File: config.mk
export PLATFORM = sky130hd
export DESIGN_NAME = pipeline_control_flat
export DESIGN_NICKNAME = d
export VERILOG_FILES = /design/src/rtl/pipeline_control_pkg.sv /design/src/rtl/pipeline_control_if.sv /design/src/rtl/pipeline_control_hazard_detect.sv /design/src/rtl/pipeline_control.sv /design/src/flat_wrapper.sv
export SDC_FILE = /design/constraint.sdc
export NUM_CORES = 1
export LEC_CHECK = 0
export BUFFER_PORTS_ARGS = -buffer_cell sky130_fd_sc_hd__buf_2
export CAP_MARGIN = 20
export CORE_UTILIZATION = 38
export DETAILED_ROUTE_END_ITERATION = 10
export GPL_TIMING_DRIVEN = 0
export PLACE_DENSITY_LB_ADDON = 0.2
export SYNTH_ARGS = -nofsm -noshare
export SYNTH_HDL_FRONTEND = slang
export SYNTH_SLANG_ARGS = --single-unit
File: constraint.sdc
create_clock -name clock -period 2.19 [get_ports clock]
set_clock_uncertainty 0.05 [all_clocks]
set_input_delay 0 -clock clock [delete_from_list [all_inputs] [get_ports clock]]
set_output_delay 0 -clock clock [all_outputs]
set_load 0.02 [all_outputs]
File: src/rtl/pipeline_control_pkg.sv
// Shared opcode decode, FSM encoding and register-usage helpers for the
// four-stage pipeline sequencer.
package pipeline_control_pkg;

   localparam int unsigned OP_BITS  = 4;
   localparam int unsigned NREG_MAX = 8;

   typedef logic [OP_BITS-1:0]  op_t;
   typedef logic [NREG_MAX-1:0] reg_t;

   localparam op_t OP_LOAD  = 4'd0;
   localparam op_t OP_STOP  = 4'd1;
   localparam op_t OP_STORE = 4'd2;
   localparam op_t OP_ADD   = 4'd4;
   localparam op_t OP_BZ    = 4'd5;
   localparam op_t OP_SUB   = 4'd6;
   localparam op_t OP_NAND  = 4'd8;
   localparam op_t OP_BNZ   = 4'd9;
   localparam op_t OP_NOP   = 4'd10;
   localparam op_t OP_BPZ   = 4'd13;

   localparam logic [2:0] OP_LO_SHIFT = 3'd3;
   localparam logic [2:0] OP_LO_ORI   = 3'd7;

   localparam reg_t REG_K1 = 8'd1;

   typedef enum logic [1:0] {
      ST_RUN    = 2'd0,
      ST_DRAIN  = 2'd1,
      ST_HALTED = 2'd2
   } state_t;

   typedef enum logic [3:0] {
      IC_LOAD,
      IC_STOP,
      IC_STORE,
      IC_ALU,
      IC_SHIFT,
      IC_ORI,
      IC_BRANCH,
      IC_NOP
   } iclass_t;

   // Low-3-bit SHIFT/ORI patterns win over the full 4-bit opcode table.
   function automatic iclass_t classify(input op_t op);
      iclass_t c;
      c = IC_NOP;
      if (op[2:0] == OP_LO_SHIFT) begin
         c = IC_SHIFT;
      end else if (op[2:0] == OP_LO_ORI) begin
         c = IC_ORI;
      end else begin
         case (op)
            OP_LOAD:                c = IC_LOAD;
            OP_STOP:                c = IC_STOP;
            OP_STORE:               c = IC_STORE;
            OP_ADD, OP_SUB, OP_NAND: c = IC_ALU;
            OP_BZ, OP_BNZ, OP_BPZ:  c = IC_BRANCH;
            default:                c = IC_NOP;
         endcase
      end
      return c;
   endfunction

   // ORI's implicit k1 source is reported through the ra path.
   function automatic logic reads_ra(input op_t op);
      iclass_t c;
      c = classify(op);
      return (c == IC_ALU) || (c == IC_STORE) || (c == IC_SHIFT) || (c == IC_ORI);
   endfunction

   function automatic logic reads_rb(input op_t op);
      iclass_t c;
      c = classify(op);
      return (c == IC_ALU) || (c == IC_LOAD) || (c == IC_STORE);
   endfunction

   function automatic logic writes_reg(input op_t op);
      iclass_t c;
      c = classify(op);
      return (c == IC_ALU) || (c == IC_LOAD) || (c == IC_SHIFT) || (c == IC_ORI);
   endfunction

   function automatic reg_t dest_of(input op_t op, input reg_t ra);
      return (classify(op) == IC_ORI) ? REG_K1 : ra;
   endfunction

   function automatic logic is_mem(input op_t op);
      iclass_t c;
      c = classify(op);
      return (c == IC_LOAD) || (c == IC_STORE);
   endfunction

   function automatic logic is_branch(input op_t op);
      return classify(op) == IC_BRANCH;
   endfunction

endpackage

File: src/rtl/pipeline_control_if.sv
// Decode-field inputs and stage-control outputs between the sequencer
// (master) and the datapath (slave).
interface pipeline_control_if #(
   parameter int unsigned NREG_BITS = 2
);
   import pipeline_control_pkg::*;

   op_t                  r_op;
   logic [NREG_BITS-1:0] r_ra;
   logic [NREG_BITS-1:0] r_rb;
   logic                 branch_taken;

   logic pc_load;
   logic pc_sel;
   logic ir1_load;
   logic ir2_load;
   logic ir3_load;
   logic r1_sel;
   logic mem_sel;
   logic reg_write;
   logic x_valid;
   logic w_valid;
   logic stall;
   logic flush;
   logic halted;

   modport master (
      input  r_op, r_ra, r_rb, branch_taken,
      output pc_load, pc_sel, ir1_load, ir2_load, ir3_load, r1_sel, mem_sel,
             reg_write, x_valid, w_valid, stall, flush, halted
   );

   modport slave (
      output r_op, r_ra, r_rb, branch_taken,
      input  pc_load, pc_sel, ir1_load, ir2_load, ir3_load, r1_sel, mem_sel,
             reg_write, x_valid, w_valid, stall, flush, halted
   );

endinterface

File: src/rtl/pipeline_control_hazard_detect.sv
// RAW hazard check: sources of the instruction in R against the pending
// destinations in X and, optionally, W.
module pipeline_control_hazard_detect
   import pipeline_control_pkg::*;
#(
   parameter bit          STALL_ON_WB = 1'b1,
   parameter int unsigned NREG_BITS   = 2
) (
   input  logic                 v_r,
   input  op_t                  r_op,
   input  logic [NREG_BITS-1:0] r_ra,
   input  logic [NREG_BITS-1:0] r_rb,
   input  logic                 v_x,
   input  logic                 x_wr,
   input  logic [NREG_BITS-1:0] x_dst,
   input  logic                 v_w,
   input  logic                 w_wr,
   input  logic [NREG_BITS-1:0] w_dst,
   output logic                 haz_c
);

   logic [NREG_BITS-1:0] src_a;
   logic                 use_a;
   logic                 use_b;
   logic                 hit_x;
   logic                 hit_w;

   always_comb begin
      src_a = NREG_BITS'(dest_of(r_op, NREG_MAX'(r_ra)));
      use_a = reads_ra(r_op);
      use_b = reads_rb(r_op);
      hit_x = v_x & x_wr & ((use_a & (src_a == x_dst)) | (use_b & (r_rb == x_dst)));
      hit_w = STALL_ON_WB & v_w & w_wr &
              ((use_a & (src_a == w_dst)) | (use_b & (r_rb == w_dst)));
      haz_c = v_r & (hit_x | hit_w);
   end

endmodule

File: src/rtl/pipeline_control.sv
// Four-stage pipeline sequencer: stage valid tracking, PC/IR load enables,
// RAW and memory-port stalls, branch flush and STOP drain.
module pipeline_control
   import pipeline_control_pkg::*;
#(
   parameter bit          STALL_ON_WB = 1'b1,
   parameter int unsigned NREG_BITS   = 2
) (
   input logic                clock,
   input logic                reset,
   pipeline_control_if.master bus
);

   state_t               state;
   logic                 v_r;
   logic                 v_x;
   logic                 v_w;
   logic                 x_wr;
   logic                 w_wr;
   logic                 x_mem;
   logic                 x_br;
   logic [NREG_BITS-1:0] x_dst;
   logic [NREG_BITS-1:0] w_dst;

   iclass_t r_cls_c;
   logic    haz_c;
   logic    mem_busy_c;
   logic    adv_x_c;
   logic    v_r_nxt_c;
   state_t  state_nxt_c;

   logic pc_load_c;
   logic pc_sel_c;
   logic ir1_load_c;
   logic ir2_load_c;
   logic ir3_load_c;
   logic r1_sel_c;
   logic mem_sel_c;
   logic reg_write_c;
   logic x_valid_c;
   logic w_valid_c;
   logic stall_c;
   logic flush_c;
   logic halted_c;

   assign r_cls_c    = classify(bus.r_op);
   assign mem_busy_c = v_x & x_mem;

   pipeline_control_hazard_detect #(
      .STALL_ON_WB (STALL_ON_WB),
      .NREG_BITS   (NREG_BITS)
   ) u_hazard (
      .v_r   (v_r),
      .r_op  (bus.r_op),
      .r_ra  (bus.r_ra),
      .r_rb  (bus.r_rb),
      .v_x   (v_x),
      .x_wr  (x_wr),
      .x_dst (x_dst),
      .v_w   (v_w),
      .w_wr  (w_wr),
      .w_dst (w_dst),
      .haz_c (haz_c)
   );

   // Stage controls and next-state decisions; everything is forced low in reset.
   always_comb begin
      pc_load_c   = 1'b0;
      pc_sel_c    = 1'b0;
      ir1_load_c  = 1'b0;
      ir2_load_c  = 1'b0;
      ir3_load_c  = 1'b0;
      r1_sel_c    = 1'b0;
      mem_sel_c   = 1'b0;
      reg_write_c = 1'b0;
      x_valid_c   = 1'b0;
      w_valid_c   = 1'b0;
      stall_c     = 1'b0;
      flush_c     = 1'b0;
      halted_c    = 1'b0;
      adv_x_c     = 1'b0;
      v_r_nxt_c   = v_r;
      state_nxt_c = state;

      if (!reset) begin
         x_valid_c = v_x;
         w_valid_c = v_w;
         case (state)
            ST_RUN: begin
               ir3_load_c  = 1'b1;
               mem_sel_c   = mem_busy_c;
               reg_write_c = v_w & w_wr;
               r1_sel_c    = v_r & (r_cls_c == IC_ORI);
               if (v_x & x_br & bus.branch_taken) begin
                  flush_c   = 1'b1;
                  pc_load_c = 1'b1;
                  pc_sel_c  = 1'b1;
                  v_r_nxt_c = 1'b0;
               end else if (v_r & (r_cls_c == IC_STOP)) begin
                  state_nxt_c = ST_DRAIN;
                  v_r_nxt_c   = 1'b0;
               end else if (haz_c) begin
                  stall_c = 1'b1;
               end else begin
                  // A load/store in X owns the memory port, so nothing is fetched.
                  adv_x_c    = 1'b1;
                  ir2_load_c = 1'b1;
                  pc_load_c  = ~mem_busy_c;
                  ir1_load_c = ~mem_busy_c;
                  v_r_nxt_c  = ~mem_busy_c;
               end
            end
            ST_DRAIN: begin
               ir3_load_c  = 1'b1;
               mem_sel_c   = mem_busy_c;
               reg_write_c = v_w & w_wr;
               v_r_nxt_c   = 1'b0;
               if (!v_x && !v_w) begin
                  state_nxt_c = ST_HALTED;
               end
            end
            ST_HALTED: begin
               halted_c  = 1'b1;
               v_r_nxt_c = 1'b0;
            end
            default: begin
               state_nxt_c = ST_RUN;
               v_r_nxt_c   = 1'b0;
            end
         endcase
      end
   end

   // Pipeline bookkeeping: X takes R or a bubble, W always takes X.
   always_ff @(posedge clock) begin
      if (reset) begin
         state <= ST_RUN;
         v_r   <= 1'b0;
         v_x   <= 1'b0;
         v_w   <= 1'b0;
         x_wr  <= 1'b0;
         w_wr  <= 1'b0;
         x_mem <= 1'b0;
         x_br  <= 1'b0;
         x_dst <= '0;
         w_dst <= '0;
      end else begin
         state <= state_nxt_c;
         v_r   <= v_r_nxt_c;
         v_w   <= v_x;
         w_wr  <= x_wr;
         w_dst <= x_dst;
         if (adv_x_c) begin
            v_x   <= v_r;
            x_wr  <= writes_reg(bus.r_op);
            x_dst <= NREG_BITS'(dest_of(bus.r_op, NREG_MAX'(bus.r_ra)));
            x_mem <= is_mem(bus.r_op);
            x_br  <= is_branch(bus.r_op);
         end else begin
            v_x   <= 1'b0;
            x_wr  <= 1'b0;
            x_mem <= 1'b0;
            x_br  <= 1'b0;
         end
      end
   end

   assign bus.pc_load   = pc_load_c;
   assign bus.pc_sel    = pc_sel_c;
   assign bus.ir1_load  = ir1_load_c;
   assign bus.ir2_load  = ir2_load_c;
   assign bus.ir3_load  = ir3_load_c;
   assign bus.r1_sel    = r1_sel_c;
   assign bus.mem_sel   = mem_sel_c;
   assign bus.reg_write = reg_write_c;
   assign bus.x_valid   = x_valid_c;
   assign bus.w_valid   = w_valid_c;
   assign bus.stall     = stall_c;
   assign bus.flush     = flush_c;
   assign bus.halted    = halted_c;

endmodule
File: src/flat_wrapper.sv
// flat-port wrapper written by rule: the top's interface ports become plain ports
module pipeline_control_flat import pipeline_control_pkg::*;
#(
   parameter bit          STALL_ON_WB = 1'b1,
   parameter int unsigned NREG_BITS   = 2
)
  (clock, reset, bus_r_op, bus_r_ra, bus_r_rb, bus_branch_taken, bus_pc_load, bus_pc_sel, bus_ir1_load, bus_ir2_load, bus_ir3_load, bus_r1_sel, bus_mem_sel, bus_reg_write, bus_x_valid, bus_w_valid, bus_stall, bus_flush, bus_halted);
  pipeline_control_if #(.NREG_BITS(NREG_BITS)) bus_i ();
  input logic clock;
  input logic reset;
  input wire logic [$bits(bus_i.r_op)-1:0] bus_r_op;
  input wire logic [$bits(bus_i.r_ra)-1:0] bus_r_ra;
  input wire logic [$bits(bus_i.r_rb)-1:0] bus_r_rb;
  input wire logic [$bits(bus_i.branch_taken)-1:0] bus_branch_taken;
  output wire logic [$bits(bus_i.pc_load)-1:0] bus_pc_load;
  output wire logic [$bits(bus_i.pc_sel)-1:0] bus_pc_sel;
  output wire logic [$bits(bus_i.ir1_load)-1:0] bus_ir1_load;
  output wire logic [$bits(bus_i.ir2_load)-1:0] bus_ir2_load;
  output wire logic [$bits(bus_i.ir3_load)-1:0] bus_ir3_load;
  output wire logic [$bits(bus_i.r1_sel)-1:0] bus_r1_sel;
  output wire logic [$bits(bus_i.mem_sel)-1:0] bus_mem_sel;
  output wire logic [$bits(bus_i.reg_write)-1:0] bus_reg_write;
  output wire logic [$bits(bus_i.x_valid)-1:0] bus_x_valid;
  output wire logic [$bits(bus_i.w_valid)-1:0] bus_w_valid;
  output wire logic [$bits(bus_i.stall)-1:0] bus_stall;
  output wire logic [$bits(bus_i.flush)-1:0] bus_flush;
  output wire logic [$bits(bus_i.halted)-1:0] bus_halted;
  assign bus_i.r_op = bus_r_op;
  assign bus_i.r_ra = bus_r_ra;
  assign bus_i.r_rb = bus_r_rb;
  assign bus_i.branch_taken = bus_branch_taken;
  assign bus_pc_load = bus_i.pc_load;
  assign bus_pc_sel = bus_i.pc_sel;
  assign bus_ir1_load = bus_i.ir1_load;
  assign bus_ir2_load = bus_i.ir2_load;
  assign bus_ir3_load = bus_i.ir3_load;
  assign bus_r1_sel = bus_i.r1_sel;
  assign bus_mem_sel = bus_i.mem_sel;
  assign bus_reg_write = bus_i.reg_write;
  assign bus_x_valid = bus_i.x_valid;
  assign bus_w_valid = bus_i.w_valid;
  assign bus_stall = bus_i.stall;
  assign bus_flush = bus_i.flush;
  assign bus_halted = bus_i.halted;
  pipeline_control #(.STALL_ON_WB(STALL_ON_WB), .NREG_BITS(NREG_BITS)) u_core (.clock(clock), .reset(reset), .bus(bus_i));
endmodule
Yosys cells after proc, flatten, opt, wreduce, memory -nomap -nowiden
Memories as Yosys holds them, arrays and structs flattened.
Index checks and enable logic that the tools add are counted.
- flip-flop bits (word level): 13
- bits in read-only memories: 384
- output and inout bits: 13
- memories kept: 8
- equal/unequal tests: 26
- multiplexer cells: 63
- bitwise operators: 21
- reduce and logical (&&, ||, !) cells: 20
- memory list (memory ; words ; width ; rd ports ; clocked after memory_dff ; wr ports ; RTL line ; text):
    (no name shown) ; 16 ; 3 ; 1 ; 0 ; 0 ; pipeline_control_pkg.sv:53 ; case (op)
    (no name shown) ; 16 ; 3 ; 1 ; 0 ; 0 ; pipeline_control_pkg.sv:53 ;
    (no name shown) ; 16 ; 3 ; 1 ; 0 ; 0 ; pipeline_control_pkg.sv:53 ;
    (no name shown) ; 16 ; 3 ; 1 ; 0 ; 0 ; pipeline_control_pkg.sv:53 ;
    (no name shown) ; 16 ; 3 ; 1 ; 0 ; 0 ; pipeline_control_pkg.sv:53 ;
    (no name shown) ; 16 ; 3 ; 1 ; 0 ; 0 ; pipeline_control_pkg.sv:53 ;
    2 more memories ; -- ; -- ; -- ; -- ; -- ; -- ;
- operators with widths (operator ; count):
    two-way mux 4 bit ; 24
    two-way mux 1 bit ; 33
    == test 4 x 3 -> 1 bit (second input constant) ; 8
    == test 4 x 2 -> 1 bit (second input constant) ; 6
    AND 1 bit ; 14
    zero test 4 bit ; 3
    two-way mux 2 bit ; 5
    logical OR 1 bit ; 9
    == test 2 bit ; 4
    one-hot mux 2 bit (3 select lines) ; 1
    == test 4 x 1 -> 1 bit (second input constant) ; 1
    != test 2 x 1 -> 1 bit (second input constant) ; 2
    NOT 1 bit ; 4
    AND reduction 4 bit ; 1
    OR reduction 2 bit ; 2
    OR reduction 4 bit ; 1
    == test 3 x 2 -> 1 bit (second input constant) ; 1
    == test 3 bit (second input constant) ; 1
    OR 1 bit ; 3
    == test 2 x 1 -> 1 bit (second input constant) ; 1
    == test 2 bit (second input constant) ; 1
    zero test 1 bit ; 2
    zero test 2 bit ; 1
    != test 2 bit (second input constant) ; 1
    logical AND 1 bit ; 1

Longest topological paths before layout
Gate-level depths: netlist of the first run.
- depth after elaboration: 23
- mapped depth: 6
- mapped depth without buffers: 5

By module
A second synthesis of the first run with hierarchy kept.
- cells, all modules: 100
- area total of the unflattened synthesis: 815.8 µm²
- by module, submodules not included (module ; times used ; cells each ; area each (µm²) ; seq. area each (µm²)):
    pipeline_control ; 1 ; 64 ; 586.8 ; 260.2
    pipeline_control_hazard_detect ; 1 ; 36 ; 229.0 ; 0.0

Worst setup path after synthesis of the first run
Ideal clock, no wire load.
- path kind: register to output
- start: register u_core.x_dst[0]
- end: output port bus_stall
- arrival time: 1.689 ns
- path slack: 0.451 ns
- cell stages (with the launch flop): 6
- buffers on the path: 0
- cell sequence: dfxtp_1 > or3_1 > nor3_1 > o211ai_2 > a31oi_4 > nor2b_1
- cells in the longest elaborated chain, start to end: 11
- ends and longest elaborated chain (element ; RTL line ; text):
    from (decl) ; pipeline_control.sv:22 ; logic [NREG_BITS-1:0] x_dst;
    from (signal assigned) ; pipeline_control.sv:156 ; x_dst <= NREG_BITS'(dest_of(bus.r_op, NREG_MAX'(bus.r_ra)));
    == test 2 bit ; pipeline_control_hazard_detect.sv:32 ; hit_x = v_x & x_wr & ((use_a & (src_a == x_dst)) | (use_b & (r_rb == x_dst)));
    AND 1 bit ; pipeline_control_hazard_detect.sv:32 ;
    OR 1 bit * ; pipeline_control_hazard_detect.sv:32 ;
    AND 1 bit * ; pipeline_control_hazard_detect.sv:32 ;
    OR 1 bit * ; pipeline_control_hazard_detect.sv:35 ; haz_c = v_r & (hit_x | hit_w);
    AND 1 bit * ; pipeline_control_hazard_detect.sv:35 ;
    two-way mux 1 bit * ; pipeline_control.sv:102 ; end else if (haz_c) begin
    two-way mux 1 bit * ; pipeline_control.sv:99 ; end else if (v_r & (r_cls_c == IC_STOP)) begin
    two-way mux 1 bit * ; pipeline_control.sv:94 ; if (v_x & x_br & bus.branch_taken) begin
    two-way mux 1 bit * ; pipeline_control.sv:88 ; case (state)
    two-way mux 1 bit * ; pipeline_control.sv:85 ; if (!reset) begin
    to (decl) ; flat_wrapper.sv:25 ; output wire logic [$bits(bus_i.stall)-1:0] bus_stall;
Every way passes the cells marked *; elsewhere a longest branch is shown, timed or not.

Worst setup path after layout of the first run
- start: input port bus_r_op[0]
- end: output port bus_stall
- cells in the longest elaborated chain, start to end: 17
- ends and longest elaborated chain (element ; RTL line ; text):
    from (decl) ; flat_wrapper.sv:11 ; input wire logic [$bits(bus_i.r_op)-1:0] bus_r_op;
    branches (longest 13 deep; another with memory (16 x 3 bit)) ; -- ;
    two-way mux 1 bit * ; pipeline_control.sv:99 ;
    two-way mux 1 bit * ; pipeline_control.sv:94 ;
    two-way mux 1 bit * ; pipeline_control.sv:88 ;
    two-way mux 1 bit * ; pipeline_control.sv:85 ;
Every way passes the cells marked *.

==> impl_results.md, run 1 <==
* Critical Path RT at 2140 ps
* Crit Path Category: in -> out
* Effective utilization at floorplan at 0.403
* CTS clk-pin slew, worst paths at 70 ps
* Clock share of power at 0.269
* Fin. Hold Viols at 0
* Via count at 847
* CTS tree: built
* Area grow syn2layout at 26.6%
* CTS Buf Count at 3
* Relative slew slack at 0.713
* Core area at 2190 sq um
* Setup WS pre-CTS at 379 ps
* Final period util at 0.954
* Top delay family on crit path: buffers and inverters
* Detailed placer's ending HPWL at 1.58 mm
* Layout cell share with drive strength beyond 1 at 0.353
* Final worst slack at 102 ps
* CTS max path bufs at 2
* Crit path capture type: output pin
* DR WL/cell at 12.6 um
* # rows at 17
* Worst stage delay on the critical path at 530 ps
* Drt pass-1 iters at 4
* Fmax at 0.479 GHz
* Grt total ovfl at 0
* Max cap viols at 0
* Nets at 145
* DR iter-0 viols at 24
* Design Area, Final at 1120 sq um
* DP Area at 1030 sq um
* CP max FO at 9
* Total GRT Usage at 0.187
* Minimum clock period at 2090 ps
* Post-route ant nets at 0
* Total inserted antenna cells at 0
* Die Y at 50.2 um
* Startpoint type of the worst setup path: input pin
* Slew @ Worst Pin at 430 ps
* Unique masters post-synth at 42
* Hold/Removal Path Class: in -> reg
* DRC at 0
* Most frequent CP cell: buf_2
* Clk Latency, worst-skew pair at 270 ps
* Crit-path slowest cell: dlygate4sd3_1
* Largest net degree at the start of global routing at 11
* Most common cell after layout, fill and taps aside: buf_2
* Die area at 2520 sq um
* Worst VDD drop at 200 uV
* Sw power at 157 uW
* Seq/Total Area, Yosys at 0.295
* Vias in the first global route at 804
* WP data arrival at 2040 ps
* Warnings from Yosys at 0
* Setup TNS at 0 ps
* Initial antenna violation count at 0
* Setup violators final at 0
* Port Buf Inserts at 23
* First-pass GRT wire length at 3.59 mm
* Sw frac at 0.295
* Leak pwr at 0.000445 uW
* I/O Pins at 24
* Most frequent cells in the layout: 23 x buf_2, 13 x dfxtp_1, 9 x nor2b_1
* Final WL at 2.04 mm
* Die width at 50.2 um
* Synth Cell Area at 883 sq um
* Synth Instances at 102
* Status: completed
* Flops & latches, synth at 13
* CTS H-tree depth at 1
* Clock Sinks at 13
* Comb pwr share at 0.224
* Gpl congestion at 0.780
* Syn_nets at 113
* Sequential share of power at 0.507
* Crit path cell chain: dlygate4sd3_1 -> buf_2 -> and3_1 -> nor4bb_2 -> o21ai_2 -> a31oi_4 -> nor2b_1 -> buf_2
* Routed vias/inst at 5.26
* Slew Limit Fails at 0
* Mapped Avg Cell Area at 8.66 sq um
* Internal Power at 376 uW
* PwrDens at 476 nW/um^2
* Root cell of the clock tree: clkbuf_4
* Worst Path Buf+Inv at 3
==> power by group through the flow <==
stage                     combinational [uW]  sequential [uW]  clock [uW]
after floorplan                         77.5              270           0
after global placement                   111              276           0
after detailed placement                 113              276           0
after CTS                                115              270         149
after global routing                     131              273         163
final                                    119              270         143
==> layout make-up <==
type,instances,area (sq um)
Buffer,3,22.5
Tap cell,28,35.0
Fill cell,213,1070
Sequential cell,13,260
Clock buffer,4,26.3
Multi-Input combinational cell,85,623
Inverter,1,3.75
Timing Repair Buffer,27,148
==> timing repair <==
action,CTS,global route
endpoints found under the hold margin,1,0
hold buffers,1,0
setup buffers,0,3
endpoints found under the setup margin,0,3
resized for setup,0,5
==> registers in the layout, summed over array words and instances, names as in the netlist <==
name / flops
u_core.state: 2
u_core.v_w: 1
u_core.x_wr: 1
u_core.w_dst: 2
u_core.x_dst: 2
u_core.w_wr: 1
u_core.v_x: 1
u_core.x_br: 1
u_core.v_r: 1
u_core.x_mem: 1
==> synthesized netlist by cell type (all sizes together) <==
library cell	number	share of area
or3	3	0.021
nor4	1	0.0071
and3	2	0.014
o21ai	4	0.023
nand2	7	0.030
o32ai	1	0.0099
nor4bb	1	0.011
or2b	1	0.0085
a31oi	1	0.024
nand3	4	0.023
o211ai	4	0.045
o21bai	2	0.017
o211a	2	0.023
o21ba	2	0.023
buf	2	0.021
clkbuf	1	0.0042
a21boi	1	0.0085
a22oi	1	0.0085
inv	1	0.0042
nand2b	1	0.0071
nand4	4	0.028
or2	1	0.0071
o22a	1	0.0099
dfxtp	13	0.29
a21oi	1	0.0057
or4b	2	0.023
or3b	1	0.0099
nor2	7	0.030
nor3	7	0.045
nand4b	2	0.020
nor3b	1	0.0085
mux2i	1	0.011
nor4b	2	0.034
nand3b	1	0.0085
nor2b	9	0.064
and2	1	0.0085
xor2	6	0.059
==> path summary, 6_finish.rpt <==
path | start | endpoint | slack (ps) | depth (start not counted)
hold reg to reg | u_core.x_wr$_SDFF_PP0_ | u_core.w_wr$_SDFF_PP0_ | 440 | 1
setup / recovery | bus_r_op[0] | bus_stall | 100 | 8
hold / removal | bus_r_op[3] | u_core.x_wr$_SDFF_PP0_ | 60 | 4
setup reg to reg | u_core.x_dst[0]$_SDFFE_PP0P_ | u_core.x_br$_SDFF_PP0_ | 380 | 7
==> kinds of logic after synthesis <==
kind of cell    after synthesis  synth area share
flops                        13             0.295
simple gates                 58             0.408
buf+inv                       4            0.0297
mux                           1            0.0113
xor+xnor                      6            0.0595
compound gates               20             0.197
==> metal layers <==
layer  global-route usage  wire length [um]  up-vias
met4               0.0857                 0        0
met5                    0                 0        -
li1                     -                 -      442
met2                0.289               949       22
met3               0.0182                80        0
met1                0.259              1010      383
==> tightest hold or removal path, stage by stage <==
cell     delay [ps]
buf_2           120
mux2i_1          70
nor2_1           80
nor4_1           50
==> metrics by stage <==
step / hold slack [ps] / power [uW] / util / std cells
2_1_floorplan: 21.4 / 347 / - / 102
3_3_place_gp: 229 / 387 / 0.472 / 153
3_5_place_dp: 233 / 389 / 0.472 / 153
4_1_cts: 52.7 / 534 / 0.488 / 158
5_1_grt: 64.8 / 567 / 0.511 / 161
6_report: 59.5 / 533 / 0.511 / 161
(Power assumes the default switching activity.)
==> run 2, diff against run 1 <==
--- a/config.mk
+++ b/config.mk
@@ -7,10 +7,13 @@
 export LEC_CHECK = 0
 export BUFFER_PORTS_ARGS = -buffer_cell sky130_fd_sc_hd__buf_2
 export CAP_MARGIN = 20
+export CORE_ASPECT_RATIO = 0.75
 export CORE_UTILIZATION = 38
+export CTS_CLUSTER_DIAMETER = 80
 export DETAILED_ROUTE_END_ITERATION = 10
 export GPL_TIMING_DRIVEN = 0
 export PLACE_DENSITY_LB_ADDON = 0.2
+export SKIP_LAST_GASP = 1
 export SYNTH_ARGS = -nofsm -noshare
 export SYNTH_HDL_FRONTEND = slang
 export SYNTH_SLANG_ARGS = --single-unit
==> run 2 against run 1 <==
  * Critical path type unchanged
  * Flip-flop and latch count stayed put
  * Cell count is 2.5% lower
  * Design area is 1.9% lower
  * Critical endpoint unchanged
  * Largest power group unchanged
  * The run now ends with design-rule violations left
  * Critical path depth stayed put
  * Sequential share of layout area is 0.45 points higher
==> impl_results.md, run 2 (same netlist as run 1, synthesis figures left out) <==
* Met1 Use GR at 0.265
* Drt pass-1 iters at 7
* # rows at 14
* CP startpoint: bus_r_op[0]
* Worst stage delay on the critical path at 530 ps
* Die width at 57.7 um
* Layout cell share with drive strength beyond 1 at 0.331
* Met3 Usage GRT at 0.0567
* Critical Path RT at 2140 ps
* Total Power at 545 uW
* Crit path capture: bus_stall
* Most crowded layer after global routing: met2
* Routed vias/inst at 5.81
* Filler cells at 206
* Startpoint type of the worst setup path: input pin
* Top delay family on crit path: buffers and inverters
* Crit path cell chain: dlygate4sd3_1 -> buf_2 -> and3_1 -> nor4bb_1 -> o21ai_1 -> a31oi_4 -> nor2b_1 -> buf_2
* Most common cell after layout, fill and taps aside: buf_2
* CTS tree: built
* First-pass GRT wire length at 3.62 mm
* Total inserted antenna cells at 0
* Relative slew slack at 0.624
* Fmax at 0.469 GHz
* R2R depth at 6
* Crit path capture type: output pin
* Internal Power at 372 uW
* R2R Path End: u_core.x_mem$_SDFF_PP0_
* Total GRT Usage at 0.190
* Leak pwr at 0.000440 uW
* Setup violators final at 0
* WP data arrival at 2080 ps
* Final period util at 0.973
* CTS clk-pin slew, worst paths at 80 ps
* DR iter-0 viols at 41
* Sw frac at 0.317
* Worst Hold Margin at 37.5 ps
* Worst Path Buf+Inv at 3
* Vias in the first global route at 773
* Most frequent cells in the layout: 23 x buf_2, 13 x dfxtp_1, 9 x nor2b_1
* Sw power at 173 uW
* Clock share of power at 0.286
* Core area at 2100 sq um
* Comb pwr share at 0.215
* Cell count along the critical path at 8
* Final WL at 2.31 mm
* Effective utilization at floorplan at 0.420
* Crit Path Category: in -> out
* Post-route ant nets at 0
* PwrDens at 497 nW/um^2
* Slew Limit Fails at 0
* Setup TNS at 0 ps
* Clk Latency, worst-skew pair at 280 ps
* Port Buf Inserts at 23
* Die Y at 43.8 um
* Worst VDD drop at 315 uV
* I/O Pins at 24
* Nets at 145
* RSZ-0062 raised after global routing: yes
* Status: finished with violations
* Die area at 2520 sq um
* Worst reg-to-reg setup slack at 320 ps
* Via count at 912
* Most frequent CP cell: buf_2
* Hold/Removal Path Class: in -> reg
* FF-to-FF Start: u_core.x_dst[1]$_SDFFE_PP0P_
* CTS max path bufs at 2
* Root cell of the clock tree: clkbuf_4
* Largest net degree at the start of global routing at 11
* Fin. Hold Viols at 0
* Max cap viols at 0
* Initial antenna violation count at 0
* Failing checks: design-rule violations
* Minimum clock period at 2130 ps
* GR Util met2 at 0.272
* Core Util, Final at 0.522
* DRC at 1
* Detailed placer's ending HPWL at 1.63 mm
* Area grow syn2layout at 24.2%
* CTS Buf Count at 3
* CTS H-tree depth at 1
* CP max FO at 9
* Crit-path slowest cell: dlygate4sd3_1
* DR WL/cell at 14.7 um
* Clock Sinks at 13
* Slew @ Worst Pin at 560 ps
* Grt total ovfl at 0
* Sequential share of power at 0.499
* Gpl congestion at 0.789
* Largest regs: u_core.state (2), u_core.w_dst (2), u_core.x_dst (2)
## run 2: tightest hold or removal path, delay by kind of cell
kind,cells,cell delay (ps)
muxes,1,70
and+or+nand+nor,2,140
buffers and inverters,1,120
## run 2: through the flow
| stage | instance area, sq um | cells | worst slack (ps) |
|---|---|---|---|
| finish | 1100 | 157 | 58.3 |
| global route | 1100 | 157 | -67.5 |
| CTS | 1070 | 154 | 33.2 |
| detailed placement | 1030 | 149 | 369 |
| global placement | 1030 | 149 | 359 |
| floorplan | 883 | 102 | 451 |
## run 2: layout make-up
| class | count | area, sq um | share of cell area |
|---|---|---|---|
| Sequential cell | 13 | 260 | 0.237 |
| Clock inverter | 1 | 5.00 | 0.00456 |
| Multi-Input combinational cell | 86 | 613 | 0.559 |
| Inverter | 1 | 3.75 | 0.00342 |
| Timing Repair Buffer | 26 | 140 | 0.128 |
| Tap cell | 24 | 30.0 | 0.0274 |
| Clock buffer | 3 | 22.5 | 0.0205 |
| Buffer | 3 | 22.5 | 0.0205 |
## run 2: repair_timing
action | in CTS | in global routing
gates resized for setup | 0 | 1
endpoints found under the setup margin | 0 | 3
hold endpoints to repair | 1 | 0
setup buffers | 0 | 2
hold buffers | 1 | 0
## run 2: routing by layer
metal	vias to the layer above	part of all wire	routed length, um
met5	-	0	0
met4	0	0.013	30
met3	5	0.048	111
met2	20	0.46	1060
met1	443	0.48	1120
li1	444	-	-
## run 2: how the worst min path moves through the flow
stage	slack, ps	start	end	cells after the start
6_report	40	bus_r_op[3]	u_core.x_wr$_SDFF_PP0_	4
2_1_floorplan	20	bus_r_op[0]	u_core.x_mem$_SDFF_PP0_	1
3_3_place_gp	230	bus_r_op[0]	u_core.x_mem$_SDFF_PP0_	2
3_5_place_dp	230	bus_r_op[0]	u_core.x_mem$_SDFF_PP0_	2
4_1_cts	30	bus_r_op[3]	u_core.x_wr$_SDFF_PP0_	4
5_1_grt	40	bus_r_op[3]	u_core.x_wr$_SDFF_PP0_	4
## run 2: power by group through the flow
stage / Clock, uW / Sequential (uW) / Combinational, uW
3_3_place_gp: 0 / 277 / 110
6_report: 156 / 272 / 117
5_1_grt: 172 / 273 / 129
2_1_floorplan: 0 / 270 / 77.5
3_5_place_dp: 0 / 277 / 112
4_1_cts: 162 / 271 / 115
==> run 3, diff against run 2 <==
--- a/config.mk
+++ b/config.mk
@@ -13,6 +13,7 @@
 export DETAILED_ROUTE_END_ITERATION = 10
 export GPL_TIMING_DRIVEN = 0
 export PLACE_DENSITY_LB_ADDON = 0.2
+export SKIP_CTS_REPAIR_TIMING = 1
 export SKIP_LAST_GASP = 1
 export SYNTH_ARGS = -nofsm -noshare
 export SYNTH_HDL_FRONTEND = slang
==> constraint.sdc (replaced) <==
create_clock -name clock -period 2.4 [get_ports clock]
set_clock_uncertainty 0.05 [all_clocks]
set_input_delay 0 -clock clock [delete_from_list [all_inputs] [get_ports clock]]
set_output_delay 0 -clock clock [all_outputs]
set_load 0.02 [all_outputs]
==> run 3 against run 2 <==
  * Critical path type unchanged
  * Combinational power decreased by 10%
  * Core utilization is 1.5 points lower
  * Cell count down 1.9%
  * First-iteration DRC count shrank 9.8%
  * The flow still finishes with violations (design-rule violations)
  * Sequential power decreased by 8.8%
==> impl_results.md, run 3 (same netlist as run 1, synthesis figures left out) <==
* Most common cell after layout, fill and taps aside: buf_2
* Sw frac at 0.314
* Post-route ant nets at 0
* CTS Buf Count at 3
* Startpoint type of the worst setup path: input pin
* Critical Path RT at 2350 ps
* R2R Path End: u_core.v_r$_SDFFE_PP0N_
* Fin cells at 154
* Worst reg-to-reg setup slack at 650 ps
* Vias in the first global route at 753
* Filler cells at 214
* Final period util at 0.900
* CTS H-tree depth at 1
* DRC at 1
* Hold/Removal Path Class: in -> reg
* CTS clk-pin slew, worst paths at 90 ps
* Internal Power at 339 uW
* DP Area at 1030 sq um
* Via count at 893
* CTS max path bufs at 2
* Routed vias/inst at 5.80
* Slew @ Worst Pin at 482 ps
* Gpl congestion at 0.789
* Most frequent cells in the layout: 23 x buf_2, 13 x dfxtp_1, 9 x nor2b_1
* Placed cells at 149
* Worst Hold Margin at 33.9 ps
* CP startpoint: bus_r_op[0]
* Setup TNS at 0 ps
* Fin. Hold Viols at 0
* Fmax at 0.463 GHz
* Crit-path slowest cell: dlygate4sd3_1
* Failing checks: design-rule violations
* Metal3 WL at 149 um
* Detailed placer's ending HPWL at 1.63 mm
* Crit path capture: bus_stall
* DR iter-0 viols at 37
* CP max FO at 9
* Die width at 57.7 um
* Crit Path Category: in -> out
* Effective utilization at floorplan at 0.420
* DR WL/cell at 14.0 um
* Drt pass-1 iters at 7
* CTS tree: built
* Sw power at 155 uW
* Metal2 WL at 942 um
* Worst stage delay on the critical path at 530 ps
* Initial antenna violation count at 0
* Total GRT Usage at 0.189
* WP data arrival at 2110 ps
* Sequential share of power at 0.501
* Status: finished with violations
* Die area at 2520 sq um
* Clk Latency, worst-skew pair at 280 ps
* Relative slew slack at 0.677
* First-pass GRT wire length at 3.57 mm
* RSZ-0062 raised after global routing: no
* Clock share of power at 0.286
* Worst VDD drop at 285 uV
* Clock Sinks at 13
* Total Power at 494 uW
* Layout cell share with drive strength beyond 1 at 0.308
* Top Layer Used: met4
* PwrDens at 464 nW/um^2
* Slew Limit Fails at 0
* Most frequent CP cell: buf_2
* Core area at 2100 sq um
* Area grow syn2layout at 20.7%
* Port Buf Inserts at 23
* Comb pwr share at 0.212
* M1 wire length at 1.04 mm
* # rows at 14
* Final WL at 2.16 mm
* Largest net degree at the start of global routing at 11
* Max cap viols at 0
* Root cell of the clock tree: clkbuf_4
* Worst Path Buf+Inv at 3
* Design Area, Final at 1070 sq um
* Top delay family on crit path: buffers and inverters
* Total inserted antenna cells at 0
* R2R depth at 5
* Nets at 142
* I/O Pins at 24
* FF-to-FF Start: u_core.x_dst[0]$_SDFFE_PP0P_
* Cell count along the critical path at 8
* Crit path cell chain: dlygate4sd3_1 -> buf_2 -> and3_1 -> nor4bb_1 -> o21ai_1 -> a31oi_4 -> nor2b_1 -> buf_2
* Leak pwr at 0.000427 uW
* Die Y at 43.8 um
* Minimum clock period at 2160 ps
* Largest regs: u_core.state (2), u_core.w_dst (2), u_core.x_dst (2)
* Setup violators final at 0
* Crit path capture type: output pin
* Grt total ovfl at 0
run 3: changes by cell type in the layout (fill, tap and decap cells not counted), sizes merged:
cell,change
a31oi,-1
buf,-2
run 3: metrics by stage:
stage / utilization / setup WS [ps]
floorplan: - / 661
global placement: 0.489 / 569
detailed placement: 0.489 / 579
CTS: 0.502 / 243
global route: 0.507 / 82.1
finish: 0.507 / 241
run 3: worst register-to-register path: cells and delay by family, from the launching register on:
| kind | cells | cell delay [ps] |
|---|---|---|
| flip-flops | 1 | 370 |
| AND/OR/NAND/NOR | 2 | 560 |
| AO/OA/AOI/OAI | 3 | 730 |
run 3: cell type report:
class / count / area (sq um) / share of cell area
flip-flops and latches: 13 / 260 / 0.244
multi-input cells: 85 / 597 / 0.560
repair buffers: 24 / 125 / 0.117
inverters: 1 / 3.75 / 0.00352
well taps: 24 / 30.0 / 0.0282
plain buffers: 3 / 22.5 / 0.0211
clock buffers: 3 / 22.5 / 0.0211
clock inverters: 1 / 5.00 / 0.00469
run 3: how the worst min path moves through the flow:
stage	end	cells past startpoint	slack (ps)	from
floorplan	u_core.x_mem$_SDFF_PP0_	1	20	bus_r_op[0]
global placement	u_core.x_mem$_SDFF_PP0_	2	230	bus_r_op[0]
detailed placement	u_core.x_mem$_SDFF_PP0_	2	230	bus_r_op[0]
CTS	u_core.x_mem$_SDFF_PP0_	2	-80	bus_r_op[0]
global route	u_core.x_wr$_SDFF_PP0_	4	40	bus_r_op[3]
finish	u_core.x_wr$_SDFF_PP0_	4	30	bus_r_op[3]
run 3: layer usage:
metal  GRT usage  vias to the layer above
li1            -                      438
met1       0.263                      414
met2       0.270                       36
met3      0.0567                        5
met4      0.0810                        0
met5           0                        -
run 3: power groups by stage:
stage	logic (uW)	clock network (uW)	registers (uW)
3_5_place_dp	103	0	253
2_1_floorplan	70.7	0	246
3_3_place_gp	100	0	253
4_1_cts	103	148	248
6_report	105	142	248
5_1_grt	116	157	250
